<file path="config.mk">
export PLATFORM = sky130hd
export DESIGN_NAME = memaccess
export DESIGN_NICKNAME = d
export VERILOG_FILES = /design/src/rtl/memaccess.sv
export SDC_FILE = /design/constraint.sdc
export NUM_CORES = 1
export LEC_CHECK = 0
export CAP_MARGIN = 20
export CORE_MARGIN = 2
export CORE_UTILIZATION = 40
export CTS_BUF_LIST = sky130_fd_sc_hd__clkbuf_8
export CTS_CLUSTER_DIAMETER = 200
export CTS_CLUSTER_SIZE = 12
export DETAILED_ROUTE_END_ITERATION = 10
export PLACE_DENSITY = 0.83
export SLEW_MARGIN = 10
export SYNTH_ARGS = -nofsm -noshare
export SYNTH_HDL_FRONTEND = slang
export SYNTH_SLANG_ARGS = --single-unit
</file>
<file path="constraint.sdc">
create_clock -name i_aclk -period 4.6 [get_ports i_aclk]
set_input_delay 0.46 -clock i_aclk [delete_from_list [all_inputs] [get_ports i_aclk]]
set_output_delay 0.46 -clock i_aclk [all_outputs]
set_load 0.005 [all_outputs]
</file>
<file path="src/rtl/memaccess.sv">
// Memory-access stage: registers execute results and issues one req/ack data-memory access per load/store.
// Latency: ALU ops pass in 1 cycle; memory ops take REQ (>=1 cycle, until ack) plus 1 RESP cycle.
// Backpressure: o_stall is held high for every REQ cycle and the stage captures nothing while it is high.
// Optional feature macro: MISALIGN_TRAP_EN (misaligned half/word ops skip the bus and flag o_misaligned).
module memaccess #(
    parameter int DATA_SIZE = 32,
    parameter int ADDR_SIZE = 32,
    parameter int INST_SIZE = 32,
    parameter int NUM_REGS  = 32
) (
    input  logic                        i_aclk,
    input  logic                        i_areset_n,
    input  logic                        i_cu_memread,
    input  logic                        i_cu_memwrite,
    input  logic [1:0]                  i_cu_memsize,
    input  logic                        i_cu_memunsigned,
    input  logic                        i_cu_regwrite,
    input  logic [1:0]                  i_cu_memtoreg,
    input  logic [$clog2(NUM_REGS)-1:0] i_rdest,
    input  logic [INST_SIZE-1:0]        i_pcplus4,
    input  logic [DATA_SIZE-1:0]        i_exe_data,
    input  logic [DATA_SIZE-1:0]        i_store_data,
    output logic                        o_stall,
    output logic                        o_dmem_req,
    output logic                        o_dmem_we,
    output logic [ADDR_SIZE-1:0]        o_dmem_addr,
    output logic [3:0]                  o_dmem_be,
    output logic [DATA_SIZE-1:0]        o_dmem_wdata,
    input  logic                        i_dmem_ack,
    input  logic [DATA_SIZE-1:0]        i_dmem_rdata,
    output logic                        o_cu_regwrite,
    output logic [1:0]                  o_cu_memtoreg,
    output logic [$clog2(NUM_REGS)-1:0] o_rdest,
    output logic [INST_SIZE-1:0]        o_pcplus4,
    output logic [DATA_SIZE-1:0]        o_exe_data,
    output logic [DATA_SIZE-1:0]        o_mem_data,
    output logic                        o_misaligned
);

    typedef enum logic [1:0] {IDLE, REQ, RESP} state_t;

    state_t                        state_q, state_d;
    logic                          regwrite_q, memread_q, memwrite_q, mis_q;
    logic [1:0]                    memsize_q, memtoreg_q;
    logic                          memunsigned_q;
    logic [$clog2(NUM_REGS)-1:0]   rdest_q;
    logic [INST_SIZE-1:0]          pcplus4_q;
    logic [DATA_SIZE-1:0]          exe_data_q, store_data_q, rdata_q;
    logic                          capture;
    logic                          mis_in;
    logic [1:0]                    lane;
    logic [7:0]                    ld_byte;
    logic [15:0]                   ld_half;
    logic [DATA_SIZE-1:0]          ld_ext;

    assign capture = (state_q != REQ);
    assign lane    = exe_data_q[1:0];

`ifdef MISALIGN_TRAP_EN
    // Half needs addr[0]=0, word (size 1x) needs addr[1:0]=0.
    assign mis_in = (i_cu_memread | i_cu_memwrite) &
                    (((i_cu_memsize == 2'b01) & i_exe_data[0]) |
                     (i_cu_memsize[1] & (i_exe_data[1:0] != 2'b00)));
`else
    assign mis_in = 1'b0;
`endif

    // FSM state register; control bits of the stage register share the async reset.
    always_ff @(posedge i_aclk or negedge i_areset_n) begin
        if (!i_areset_n) begin
            state_q    <= IDLE;
            regwrite_q <= 1'b0;
            memread_q  <= 1'b0;
            memwrite_q <= 1'b0;
            mis_q      <= 1'b0;
        end else begin
            state_q <= state_d;
            if (capture) begin
                regwrite_q <= i_cu_regwrite;
                memread_q  <= i_cu_memread;
                memwrite_q <= i_cu_memwrite;
                mis_q      <= mis_in;
            end
        end
    end

    // Data/address stage registers are not reset; they only load on capture.
    always_ff @(posedge i_aclk) begin
        if (capture) begin
            memsize_q     <= i_cu_memsize;
            memunsigned_q <= i_cu_memunsigned;
            memtoreg_q    <= i_cu_memtoreg;
            rdest_q       <= i_rdest;
            pcplus4_q     <= i_pcplus4;
            exe_data_q    <= i_exe_data;
            store_data_q  <= i_store_data;
        end
    end

    // Next state: capture decides REQ/IDLE (or RESP for a trapped op); REQ waits for ack.
    always_comb begin
        state_d = state_q;
        case (state_q)
            REQ: begin
                if (i_dmem_ack) state_d = RESP;
            end
            default: begin
                if (mis_in)                              state_d = RESP;
                else if (i_cu_memread | i_cu_memwrite)   state_d = REQ;
                else                                     state_d = IDLE;
            end
        endcase
    end

    // Load lane extraction and sign/zero extension from the live bus data.
    always_comb begin
        ld_byte = i_dmem_rdata[8*lane +: 8];
        ld_half = i_dmem_rdata[16*lane[1] +: 16];
        ld_ext  = i_dmem_rdata;
        case (memsize_q)
            2'b00:   ld_ext = {{(DATA_SIZE-8){ld_byte[7] & ~memunsigned_q}}, ld_byte};
            2'b01:   ld_ext = {{(DATA_SIZE-16){ld_half[15] & ~memunsigned_q}}, ld_half};
            default: ld_ext = i_dmem_rdata;
        endcase
    end

    // Aligned load result is captured on the ack cycle and held for writeback.
    always_ff @(posedge i_aclk) begin
        if ((state_q == REQ) && i_dmem_ack && memread_q) rdata_q <= ld_ext;
    end

    // Store byte enables and lane-replicated write data; reads enable all lanes.
    always_comb begin
        o_dmem_be    = 4'b1111;
        o_dmem_wdata = store_data_q;
        case (memsize_q)
            2'b00: begin
                o_dmem_wdata = {4{store_data_q[7:0]}};
                if (memwrite_q) o_dmem_be = 4'b0001 << lane;
            end
            2'b01: begin
                o_dmem_wdata = {2{store_data_q[15:0]}};
                if (memwrite_q) o_dmem_be = 4'b0011 << {lane[1], 1'b0};
            end
            default: begin
                o_dmem_wdata = store_data_q;
            end
        endcase
    end

    // Bus and writeback outputs; a REQ or trapped RESP cycle presents a bubble.
    always_comb begin
        o_stall       = (state_q == REQ);
        o_dmem_req    = (state_q == REQ);
        o_cu_regwrite = (state_q != REQ) & regwrite_q & ~mis_q;
`ifdef MISALIGN_TRAP_EN
        o_misaligned  = (state_q == RESP) & mis_q;
`else
        o_misaligned  = 1'b0;
`endif
    end

    assign o_dmem_we     = memwrite_q;
    assign o_dmem_addr   = {exe_data_q[ADDR_SIZE-1:2], 2'b00};
    assign o_cu_memtoreg = memtoreg_q;
    assign o_rdest       = rdest_q;
    assign o_pcplus4     = pcplus4_q;
    assign o_exe_data    = exe_data_q;
    assign o_mem_data    = rdata_q;

endmodule

</file>
==> results.md <==
- Status: completed
- Initial antenna violation count: 0
- Crit Path Class: flip-flop to primary output
- Fmax: 0.315 GHz
- Hold_buf cts: 0
- Global route total overflow: 0
- Starting Density: 41.1%
- Die Area: 15300 um2
- FFs w/ async S/R, synth: 3.50%
- RR Startpoint: memsize_q[0]
- Slew margin rel.: 43.1%
- CP max FO: 18
- Diode count: 0
- Final Hold Vio Count: 0
- Most common cell after layout, fill and taps aside: clkdlybuf4s50_1
- Fin crit share: 69.1%
- Worst-Skew Late Latency: 0.44 ns
- Pin slew with the least headroom to its limit: 0.853 ns
- Fraction of layout cells with a size suffix above 1: approximately a tenth
- Critical Path RT: slightly above 4 ns
- Post-synthesis sequential element count: 143
- # DRC: 0
- DP Wirelength: approximately 13 mm
- Synth Warn #: 0
- Post-cts resize count: 0
- Sequential fraction of the synthesis area: about three quarters
- Area Growth Syn to Fin: 60.3%
- FILL cells: 948
- DIE HEIGHT: 124 um
- TritonCTS clock tree: yes
- Final core utilization: 65.9%
- I/O pins: 320
- Critical path capture point type: primary output
- Final Skew: around 0.007 ns
- Setup crit start kind: flip-flop
- Max-slew violations: 0
- Max Cap Violations: 0
- Routed Antenna Nets: 0
- DRT Wirelength: 16.6 mm
- Tot GR Track Use: 21.3%
- Clock transition at path regs: 0.08 ns
- Largest net degree at the start of global routing: around 70
- CP arrival: ~2.7 ns
- Drt via density: about 5
- Worst r2r path cells: 4
- Worst IR Drop VDD: 0.351 mV
- H-tree depth: 4
- Total number of vias: 4172
- Number of buffers created by CTS: 17
- Clk sinks: 143
- Drt pass-1 iters: 5
- Total negative slack: 0 ns
- Initial DRC count: 427
- Reg2reg end: o_mem_data[0]
- R2R Setup Slk: 2.34 ns
- Core area: between 10000 and 15000 um2
- Most used DFF post-synth: edfxtp_1
- Post CTS Setup Buffer Count: 0
- RSZ-0062 raised after global routing: false
- Cell Rows: 43
- Final net count: 793
- Leakage power: 3.35 nW
- Min Tclk post-route: about 3.2 ns
- Cells after Synth: 365
- Number of flops mapped to enable cells by yosys: 138
- Pwr per Cell Area: approximately 410 nW/um2
- Routability congestion estimate: 0.878
- Synth cell types: 34
- # setup viols final: 0
- Min-delay worst type: input port to async pin
- CTS Buffer Depth: 2
- Post-Syn Area per Cell: 15.7 um2
- CTS root buf: clkbuf_8
- Die Wd: 124 um
- Wire per inst: 19.7 um
- Number of global-route vias before repair: 4173
- Netlist Area Pre-Place: 5730 um2
- Most frequent cells in the layout: 316 x clkdlybuf4s50_1, 138 x edfxtp_1, 57 x nand2_1
- First-pass GRT wire length: roughly 23 mm
- I/O Buffers: approximately 320
==> through the flow <==
stage | power, W | cells | hold WS [ns] | setup WS (ns) | area [um2]
global placement | 0.00274 | 810 | 0.483 | 1.90 | 8760
detailed placement | 0.00277 | 810 | 0.493 | 1.83 | 8760
floorplan | 0.00216 | 367 | 0.164 | 1.41 | 5730
finish | 0.00377 | 842 | 0.230 | 1.42 | 9180
global route | 0.00392 | 842 | 0.206 | 1.25 | 9180
CTS | 0.00381 | 842 | 0.200 | 1.33 | 9180
==> registers in the layout, indices dropped and copies added, names as in the netlist <==
register	flops
o_rdest	5
memunsigned_q	1
memsize_q	2
o_cu_memtoreg	2
regwrite_q	1
o_mem_data	32
store_data_q	32
o_dmem_we	1
state_q	2
o_exe_data	32
memread_q	1
o_pcplus4	32
==> synthesized netlist by cell type, types with 5 or more instances <==
cell | instances | area share (%)
a22oi_1 | 8 | 1.0
buf_2 | 7 | 0.61
buf_4 | 44 | 5.8
dfrtp_1 | 5 | 2.2
edfxtp_1 | 138 | 72
mux2_2 | 23 | 4.5
mux2i_1 | 10 | 1.7
nand2_1 | 57 | 3.7
nor2_1 | 6 | 0.39
nor2b_1 | 5 | 0.55
o21ai_0 | 21 | 1.8
==> final cells by class <==
cell class / instances / area, um2 / share of cell area, %
flip-flops and latches: 143 / 4270 / 46.5
repair buffers: 320 / 3190 / 34.8
multi-input cells: 163 / 1050 / 11.5
clock buffers: 17 / 234 / 2.55
clock inverters: 15 / 185 / 2.02
inverters: 4 / 17.5 / 0.191
well taps: 180 / 225 / 2.45
==> cell families after synthesis <==
kind of cell | count (synthesis) | share of synthesized area (%)
AOI/OAI and AO/OA | 48 | 5.49
buffers and inverters | 61 | 7.17
DFF | 143 | 74.6
muxes | 34 | 6.53
other | 1 | 0.0655
and+or+nand+nor | 78 | 6.18
==> worst max path at each step <==
stage	from	to	slack (ns)	cells after the start
finish	memsize_q[0]	o_dmem_wdata[9]	1.42	4
global route	memsize_q[0]	o_dmem_wdata[14]	1.25	4
CTS	memsize_q[0]	o_dmem_wdata[10]	1.33	4
detailed placement	memsize_q[0]	o_dmem_wdata[10]	1.83	4
global placement	memsize_q[0]	o_dmem_wdata[14]	1.90	4
floorplan	state_q[0]	memsize_q[0]	1.41	3
==> critical path, cell delays in order, from the launching register on <==
cell,delay (ns)
edfxtp_1,0.65
buf_4,0.31
nor2_2,0.45
mux2_2,0.40
clkdlybuf4s50_1,0.46
==> per-layer routing <==
layer	wire length (um)	track usage, %	vias to the layer above
met1	5040	19.8	1954
met3	1940	9.29	48
met2	8950	39.0	300
met4	669	11.3	0
met5	0	0	-
li1	-	-	1870
==> report_power, final <==
group	switching [W]	internal, W
combinational	0.000389	0.000576
clock	0.000496	0.000542
sequential	0.0000935	0.00168
total	0.000978	0.00280
Power figures use the tool's default switching activity.
